==> src/rtl/alu_cc_unit_if.sv <==
// alu_cc_unit_if: operand/result handshake and condition-code bus
// master drives operands and CC loads; slave is the execute unit
interface alu_cc_unit_if #(
  parameter int WIDTH = 16
);
  logic [WIDTH-1:0] sr1out;
  logic [WIDTH-1:0] sr2out;
  logic [WIDTH-1:0] ir;
  logic [2:0]       aluk;
  logic             op_valid;
  logic             op_ready;
  logic             result_valid;
  logic [WIDTH-1:0] alu_out;
  logic [WIDTH-1:0] bus;
  logic             ld_cc;
  logic             ld_ben;
  logic [2:0]       nzp;
  logic             ben;

  modport master (
    output sr1out, sr2out, ir, aluk, op_valid,
    output bus, ld_cc, ld_ben,
    input  op_ready, result_valid, alu_out, nzp, ben
  );

  modport slave (
    input  sr1out, sr2out, ir, aluk, op_valid,
    input  bus, ld_cc, ld_ben,
    output op_ready, result_valid, alu_out, nzp, ben
  );
endinterface

==> src/rtl/alu_cc_unit.sv <==
// alu_cc_unit: execute-stage ALU, NZP/BEN flags, optional shift-add MUL
// ALU_MUL_EN builds the multi-cycle multiplier; otherwise MUL acts as PASS A
module alu_cc_unit #(
  parameter int WIDTH = 16
) (
  input logic        clk,
  input logic        reset,
  alu_cc_unit_if.slave io
);

  logic [WIDTH-1:0] opa;
  logic [WIDTH-1:0] opb;
  logic [WIDTH-1:0] res;
  logic [WIDTH-1:0] wr_val;
  logic             accept;
  logic             wr;

  assign opa = io.sr1out;
  assign opb = io.ir[5] ? {{(WIDTH-5){io.ir[4]}}, io.ir[4:0]}
                        : io.sr2out;
  assign accept = io.op_valid && io.op_ready;

  // single-cycle op result
  always_comb begin
    res = '0;
    unique case (io.aluk)
      3'b000:  res = opa + opb;
      3'b001:  res = opa & opb;
      3'b010:  res = ~opa;
      3'b011:  res = opa;
`ifndef ALU_MUL_EN
      3'b100:  res = opa;
`endif
      default: res = '0;
    endcase
  end

`ifdef ALU_MUL_EN
  localparam int CW = $clog2(WIDTH + 1);

  typedef enum logic {IDLE, MUL_RUN} state_t;

  state_t           state;
  state_t           state_nxt;
  logic [WIDTH-1:0] mcand;
  logic [WIDTH-1:0] mplr;
  logic [WIDTH-1:0] acc;
  logic [WIDTH-1:0] acc_nxt;
  logic [CW-1:0]    count;
  logic             start;
  logic             done;

  assign io.op_ready = (state == IDLE);
  assign start   = accept && (io.aluk == 3'b100);
  assign acc_nxt = acc + (mplr[0] ? mcand : '0);
  assign done    = (state == MUL_RUN) && (count == CW'(WIDTH - 1));
  assign wr      = done || (accept && !start);
  assign wr_val  = done ? acc_nxt : res;

  // next-state: run one bit per cycle until the last multiplier bit
  always_comb begin
    state_nxt = state;
    unique case (state)
      IDLE:    if (start) state_nxt = MUL_RUN;
      MUL_RUN: if (done)  state_nxt = IDLE;
    endcase
  end

  // state register
  always_ff @(posedge clk or negedge reset) begin
    if (!reset) state <= IDLE;
    else        state <= state_nxt;
  end

  // shift-add datapath: latch on start, step while running
  always_ff @(posedge clk or negedge reset) begin
    if (!reset) begin
      mcand <= '0;
      mplr  <= '0;
      acc   <= '0;
      count <= '0;
    end else if (start) begin
      mcand <= opa;
      mplr  <= opb;
      acc   <= '0;
      count <= '0;
    end else if (state == MUL_RUN) begin
      acc   <= acc_nxt;
      mcand <= mcand << 1;
      mplr  <= mplr >> 1;
      count <= count + CW'(1);
    end
  end
`else
  assign io.op_ready = 1'b1;
  assign wr     = accept;
  assign wr_val = res;
`endif

  // result register and one-cycle valid pulse
  always_ff @(posedge clk or negedge reset) begin
    if (!reset) begin
      io.alu_out      <= '0;
      io.result_valid <= 1'b0;
    end else begin
      io.result_valid <= wr;
      if (wr) io.alu_out <= wr_val;
    end
  end

  // condition codes; ben sees the nzp from before this edge
  always_ff @(posedge clk or negedge reset) begin
    if (!reset) begin
      io.nzp <= 3'b010;
      io.ben <= 1'b0;
    end else begin
      if (io.ld_cc) begin
        if (io.bus[WIDTH-1])   io.nzp <= 3'b100;
        else if (io.bus == '0) io.nzp <= 3'b010;
        else                   io.nzp <= 3'b001;
      end
      if (io.ld_ben) io.ben <= |(io.ir[11:9] & io.nzp);
    end
  end

endmodule
==> src/flat_wrapper.sv <==
// flat-port wrapper written by rule: the top's interface ports become plain ports
module alu_cc_unit_flat 
#(
  parameter int WIDTH = 16
)
  (clk, reset, io_sr1out, io_sr2out, io_ir, io_aluk, io_op_valid, io_bus, io_ld_cc, io_ld_ben, io_op_ready, io_result_valid, io_alu_out, io_nzp, io_ben);
  alu_cc_unit_if #(.WIDTH(WIDTH)) io_i ();
  input logic clk;
  input logic reset;
  input wire logic [$bits(io_i.sr1out)-1:0] io_sr1out;
  input wire logic [$bits(io_i.sr2out)-1:0] io_sr2out;
  input wire logic [$bits(io_i.ir)-1:0] io_ir;
  input wire logic [$bits(io_i.aluk)-1:0] io_aluk;
  input wire logic [$bits(io_i.op_valid)-1:0] io_op_valid;
  input wire logic [$bits(io_i.bus)-1:0] io_bus;
  input wire logic [$bits(io_i.ld_cc)-1:0] io_ld_cc;
  input wire logic [$bits(io_i.ld_ben)-1:0] io_ld_ben;
  output wire logic [$bits(io_i.op_ready)-1:0] io_op_ready;
  output wire logic [$bits(io_i.result_valid)-1:0] io_result_valid;
  output wire logic [$bits(io_i.alu_out)-1:0] io_alu_out;
  output wire logic [$bits(io_i.nzp)-1:0] io_nzp;
  output wire logic [$bits(io_i.ben)-1:0] io_ben;
  assign io_i.sr1out = io_sr1out;
  assign io_i.sr2out = io_sr2out;
  assign io_i.ir = io_ir;
  assign io_i.aluk = io_aluk;
  assign io_i.op_valid = io_op_valid;
  assign io_i.bus = io_bus;
  assign io_i.ld_cc = io_ld_cc;
  assign io_i.ld_ben = io_ld_ben;
  assign io_op_ready = io_i.op_ready;
  assign io_result_valid = io_i.result_valid;
  assign io_alu_out = io_i.alu_out;
  assign io_nzp = io_i.nzp;
  assign io_ben = io_i.ben;
  alu_cc_unit #(.WIDTH(WIDTH)) u_core (.clk(clk), .reset(reset), .io(io_i));
endmodule
==> config.mk <==
export PLATFORM = sky130hd
export DESIGN_NAME = alu_cc_unit_flat
export DESIGN_NICKNAME = d
export VERILOG_FILES = /design/src/rtl/alu_cc_unit_if.sv /design/src/rtl/alu_cc_unit.sv /design/src/flat_wrapper.sv
export SDC_FILE = /design/constraint.sdc
export NUM_CORES = 1
export LEC_CHECK = 0
export BUFFER_PORTS_ARGS = -buffer_cell sky130_fd_sc_hd__buf_2
export CAP_MARGIN = 20
export CORE_ASPECT_RATIO = 0.9
export CORE_UTILIZATION = 30
export DETAILED_ROUTE_END_ITERATION = 8
export HOLD_SLACK_MARGIN = 0.15
export PLACE_DENSITY_LB_ADDON = 0.1
export SETUP_SLACK_MARGIN = 0.2
export SLEW_MARGIN = 10
export SYNTH_ARGS = -nofsm -noshare
export SYNTH_HDL_FRONTEND = slang
export SYNTH_SLANG_ARGS = --single-unit
==> constraint.sdc <==
create_clock -name clk -period 1.1 [get_ports clk]
set_input_delay 0.11 -clock clk [delete_from_list [all_inputs] [get_ports clk]]
set_output_delay 0.11 -clock clk [all_outputs]
set_load 0.05 [all_outputs]
==> results of run 1 <==
## state kept, by name, indices dropped and copies added (netlist names)
register	count
u_core.io.result_valid	1
u_core.io.ben	1
u_core.io.nzp	3
u_core.io.alu_out	16
## through the flow
step                       util  power, mW
after floorplan               -       2.09
after global placement    0.450       2.81
after detailed placement  0.450       2.82
after CTS                 0.518       3.71
after global routing      0.546       4.13
final                     0.546       3.89
## worst max-delay path, stage by stage
cell	delay [ps]
buf_12	110
mux2_4	300
ha_4	170
fa_2	370
a211oi_4	260
o21ai_2	120
a31oi_4	200
nand2_1	90
xnor2_1	140
o21ai_1	70
## final cells by class
| cell class | count | share of cell area |
|---|---|---|
| Timing Repair Buffer | 176 | 0.323 |
| Tap cell | 96 | 0.0290 |
| Inverter | 16 | 0.0145 |
| Sequential cell | 21 | 0.128 |
| Clock buffer | 4 | 0.0109 |
| Multi-Input combinational cell | 253 | 0.495 |
## report_power, final
| group | switching [mW] | internal, mW |
|---|---|---|
| combinational | 1.28 | 1.16 |
| clock | 0.259 | 0.258 |
| sequential | 0.0683 | 0.859 |
| total | 1.61 | 2.28 |
## worst min-delay path by stage
stage                                   to  depth (start not counted)
floorplan             u_core.io.alu_out[0]                          0
global placement             u_core.io.ben                          1
detailed placement  u_core.io.result_valid                          1
CTS                       u_core.io.nzp[1]                          2
global route              u_core.io.nzp[1]                          2
finish                    u_core.io.nzp[2]                          2
## cell usage after synthesis (3+ instances only)
| cell type | n | area (µm²) |
|---|---|---|
| a21oi_1 | 35 | 175 |
| nor4_1 | 5 | 31.3 |
| dfrtp_1 | 20 | 500 |
| o21ai_0 | 38 | 190 |
| o211ai_1 | 13 | 97.6 |
| a211oi_1 | 4 | 30.0 |
| xor2_1 | 6 | 52.6 |
| nand3_1 | 3 | 15.0 |
| nand2_1 | 27 | 101 |
| nor2_1 | 31 | 116 |
| o21a_1 | 6 | 45.0 |
| ha_1 | 16 | 200 |
| buf_2 | 7 | 35.0 |
| a31oi_1 | 3 | 18.8 |
| xnor2_1 | 4 | 35.0 |
| mux2i_1 | 3 | 30.0 |
| nand2b_1 | 6 | 37.5 |
| o21ai_1 | 3 | 15.0 |
| clkbuf_1 | 10 | 37.5 |
| inv_1 | 16 | 60.1 |
| mux2_2 | 17 | 191 |
| o31ai_1 | 5 | 37.5 |
## routing by layer
metal / part of all wire / vias up
met5: 0 / -
met1: 0.49 / 1294
li1: - / 1447
met3: 0.057 / 11
met2: 0.44 / 94
met4: 0.012 / 0
## cells by family (layout without fill, tap and decap cells)
| kind of cell | Yosys count | count (layout) |
|---|---|---|
| AOI/OAI and AO/OA | 122 | 122 |
| xor gates and xnor gates | 10 | 10 |
| adders and majority gates | 17 | 17 |
| buffers and inverters | 35 | 196 |
| DFF | 21 | 21 |
| muxes | 22 | 22 |
| other | 1 | 1 |
| and+or+nand+nor | 81 | 81 |
## what timing repair did
action,CTS,global route
hold endpoints to repair,22,0
setup buffers,17,3
pin swaps,47,30
resized for setup,90,38
hold buffers,3,0
setup endpoints to repair,38,39
==> impl_metrics.ini, run 1 <==
[synth]
post_synth_mux_area_share = 0.103
yosys_warnings = 0
yosys.area_share.adder = 0.0934
yosys.area_share.simple = 0.155
synth_xor_xnor_area_share = 0.0371
syn_inst = 309
share_of_the_synthesized_area_in_compound_gates_ao_oa_aoi_oai = 0.324
synth_seq_area_share = 0.223
synth_edf_count = 0
synth-async-reset-ratio = 1.00
yosys.cell_types.count = 48
synth_fp_nets = 398
combinational_family_with_the_most_area_after_synthesis = compound AO/OA/AOI/OAI gates
ys.flop_type = dfrtp_1
synth.avg_cell_area_um2 = 7.63
netlist_area_mm2 = 0.00236
ys_ff_latch = 21

[detailed_routing]
detailed_route_vias_per_instance = 5.03
wl_mm = 8.42
drt-initial-drc-count = 108
route.detailed.drc = 0
drt_first_pass_iters = 4
detailroute.via_count = 2846
wl_per_cell_um = 14.9
antenna_violating_nets_left = 0

[placement]
dpl_worst_slack_ps = -1280
routabilityCongestion = 0.839
portBuffers = 85
cell_area_reported_after_detailed_placement_mm2 = 0.00341
placedCellCount = 539
dp.final_hpwl_mm = 6.36

[grt]
grt_start_max_net_pins = 34
overflow = 0
track_usage = 0.205
grtUsageMet2 = 0.317
first_global_vias = 2670
busiest_layer = met2
met3_usage = 0.0133
global_route_wire_length_before_repair_mm = 13.2
met1_capacity_usage_during_global_routing = 0.312
antenna_found_initial = 0

[status]
run_status = complete, but fails checks
violations = negative setup slack

[critical_path]
reg2regPathDepth = 3
critPathArrivalTime_ps = 1940
crit_path_end_kind = flip-flop
r2r-start = u_core.io.nzp[1]
worst-setup-path-type = in -> reg
setup.worst_path.start_class = primary input
worstPathMaxFanout = 4
crit_path_end = u_core.io.alu_out[12]
critPathRequiredTime_ps = 1250
regToRegSetupSlack_ps = 90
r2r_end = u_core.io.ben
timing.critical_path.from = io_ir[5]

[finish]
leading_cell_types_in_the_layout_fill_and_taps_excluded = buf_4 (77), buf_2 (61), buf_6 (30), nor2_1 (27), a21oi_1 (25)
drive_above_1_share = 0.545
fillerInstances = 718
area_growth_pct = 75.6
most_common_library_cell_in_the_layout_ignoring_fill_and_taps = buf_4
layoutNonFillerInstCount = 566
finish.instance_area_mm2 = 0.00414
multiInputGateArea_mm2 = 0.00205
layout.area.seq_um2 = 529
design.final.nets = 560
num_antenna_cells = 0

[min_path]
min-delay-path-class = in -> reg
holdCritStartpoint = io_ld_cc

[job]
drv_cap = 0

[floorplanning]
placeableCoreArea_mm2 = 0.00758
dieHeight_um = 86.1
initial_utilization = 0.311
die_area_mm2 = 0.00822
pin_count = 94
chipWidth_um = 95.5
row_count = 30

[cts]
clock_insertion_delay_worst_skew_ps = 260
numCtsBuffers = 3
root_buffer = clkbuf_8
clock-sinks = 21
clk_pin_slew_ps = 80
clock_tree_from_tritoncts = done
cts.path.max_buffers = 2
ctsHtreeMaxLevel = 1

[timing]
final_critical_path_setup_slack_ps = -693
finalWorstPathRequiredPeriod_ps = 1790
slew_violations = 0
holdWs_ps = 167
setup_total_negative_slack_ps = -9710
grt_setup_unrepaired = yes
finalHoldViolCount = 0
fmax_mhz = 558
finalClockSkew_ps = 2.67
final-setup-viol-count = 16
min_period_over_period = 1.63

[power]
power_per_cell_area_mw_per_mm2 = 938
power.leakage_nw = 1.87
max-vdd-ir-drop_v = 0.000407
Note: power is estimated with default switching activity, not from simulation.
==> inputs of run 2 (changes only) <==
- clock period: 1.1 -> 1.7 ns (I/O delays scaled with it)
==> impl_metrics.ini, run 2 (synthesis gave the netlist of run 1 again) <==
[power]
pwr-share-clk = 0.139
power.share.switching = 0.423
seqPwrFrac = 0.247
max-vdd-ir-drop_v = 0.000229
cell_internal_pwr_mw = 1.36
power.leakage_nw = 1.75
totalPowerFinal_mw = 2.36
power_per_cell_area_mw_per_mm2 = 613
power.share.combinational = 0.614
power_switching_mw = 1.00

[cts]
root_buffer = clkbuf_8
clock_insertion_delay_worst_skew_ps = 260
clock-sinks = 21
ctsHtreeMaxLevel = 1
clock_tree_from_tritoncts = done
clk_pin_slew_ps = 70
numCtsBuffers = 3
cts.path.max_buffers = 2

[timing]
min_period_over_period = 1.13
slew_violations = 0
finalHoldViolCount = 0
slew_headroom = 0.506
max_slew.worst_pin.slew_ps = 740
final_critical_path_setup_slack_ps = -218
fmax_mhz = 521
finalClockSkew_ps = 9.77
finalWorstPathRequiredPeriod_ps = 1920
final-setup-viol-count = 13
grt_setup_unrepaired = yes
holdWs_ps = 179

[detailed_routing]
antenna_violating_nets_left = 0
detailed_route_vias_per_instance = 4.94
drt_first_pass_iters = 4
route.detailed.drc = 0
wl_per_cell_um = 14.3
detailroute.via_count = 2723
drt-initial-drc-count = 152
wl_mm = 7.89

[critical_path]
worst_path_largest_cell_delay_ps = 360
regToRegSetupSlack_ps = 760
worst-setup-path-type = in -> reg
critPathTopFamily = compound AO/OA/AOI/OAI gates
crit_slowest_cell = fa_2
critical_path.n_buffers_inverters = 1
setup.worst_path.start_class = primary input
worstPathMaxFanout = 4
critical_path.cell_chain = buf_12, mux2_4, ha_4, fa_2, a211oi_4, nor2_2, o21a_1, nor2_2, xor2_1, o21ai_1
crit_path_end_kind = flip-flop
cpMostUsedCell = nor2_2
critPathRequiredTime_ps = 1840
critPathArrivalTime_ps = 2050

[grt]
track_usage = 0.189
global_route_wire_length_before_repair_mm = 12.3
antenna_found_initial = 0
overflow = 0
first_global_vias = 2516
grt_start_max_net_pins = 34

[placement]
dp.final_hpwl_mm = 6.28
portBuffers = 85
routabilityCongestion = 0.807

[finish]
most_common_library_cell_in_the_layout_ignoring_fill_and_taps = buf_2
largest_register_ff_count = 16
post-route-util = 0.508
design.final.nets = 545
drive_above_1_share = 0.508
leading_cell_types_in_the_layout_fill_and_taps_excluded = buf_2 (84), buf_4 (67), nor2_1 (28), a21oi_1 (27), o21ai_0 (24)
num_antenna_cells = 0
biggestRegsByFlops = u_core.io.alu_out (16), u_core.io.nzp (3)
area_growth_pct = 63.4
fillerInstances = 742
largest_register = u_core.io.alu_out

[floorplanning]
die_area_mm2 = 0.00822
dieHeight_um = 86.1
placeableCoreArea_mm2 = 0.00758
chipWidth_um = 95.5
pin_count = 94
initial_utilization = 0.311
row_count = 30

[min_path]
min-delay-path-class = in -> reg

[status]
violations = negative setup slack
run_status = complete, but fails checks

[job]
drv_cap = 0
-- run 2: cell count changes in the layout (fill, tap and decap cells not counted), sizes merged --
cell / previous run / this run
buf: 173 / 158
clkbuf: 4 / 5
dlygate4sd3: 3 / 2
-- run 2: area by class of cell --
type                       instances  area (µm²)  share of cell area
clock buffer                       4        45.0              0.0117
inverter                          16        60.1              0.0156
multi-input combinational        253        2020               0.524
sequential                        21         527               0.137
tap                               96         120              0.0312
timing repair buffer             161        1080               0.281
-- run 2: what timing repair did --
action | in CTS | in global routing
endpoints found under the setup margin | 15 | 16
cloned | 0 | 1
hold buffers | 2 | 0
endpoints found under the hold margin | 21 | 0
resized for setup | 34 | 32
setup buffers | 5 | 3
pin swaps | 28 | 27
-- run 2: per-layer routing --
layer / GRT usage / routed length, µm / vias to the layer above
met2: 0.281 / 3220 / 88
met4: 0.0258 / 36 / 0
met3: 0.0106 / 421 / 4
met1: 0.302 / 4210 / 1214
li1: - / - / 1417
met5: 0 / 0 / -
-- run 2: worst reg2reg max path, delay by kind of cell (launching register included) --
kind / cells / cell delay, ps
flip-flops: 1 / 390
AO/OA/AOI/OAI: 2 / 440
-- run 2: final timing paths --
check | start | end | cells after the start
worst max-delay path | io_ir[5] | u_core.io.alu_out[6] | 10
worst min-delay path | io_bus[15] | u_core.io.nzp[2] | 2
min in group asynchronous | reset | u_core.io.result_valid | 2
max in group asynchronous | reset | u_core.io.nzp[1] | 2
worst max register to register | u_core.io.nzp[0] | u_core.io.ben | 2
worst min register to register | u_core.io.alu_out[9] | u_core.io.alu_out[9] | 2
-- run 2: power groups by stage --
stage	combinational, mW	sequential [mW]	clock (mW)
after global routing	1.57	0.592	0.352
after floorplan	0.562	0.790	0
after CTS	1.35	0.585	0.333
after global placement	1.22	0.594	0
final	1.45	0.584	0.328
after detailed placement	1.23	0.595	0
-- run 2: metrics by stage --
step | cells | setup WS, ps | cell area, µm² | setup TNS (ps)
finish | 551 | -218 | 3850 | -1840
global route | 551 | -283 | 3850 | -2950
CTS | 547 | -219 | 3650 | -1770
detailed placement | 536 | -746 | 3390 | -7960
global placement | 536 | -713 | 3390 | -7590
floorplan | 309 | -482 | 2440 | -4040
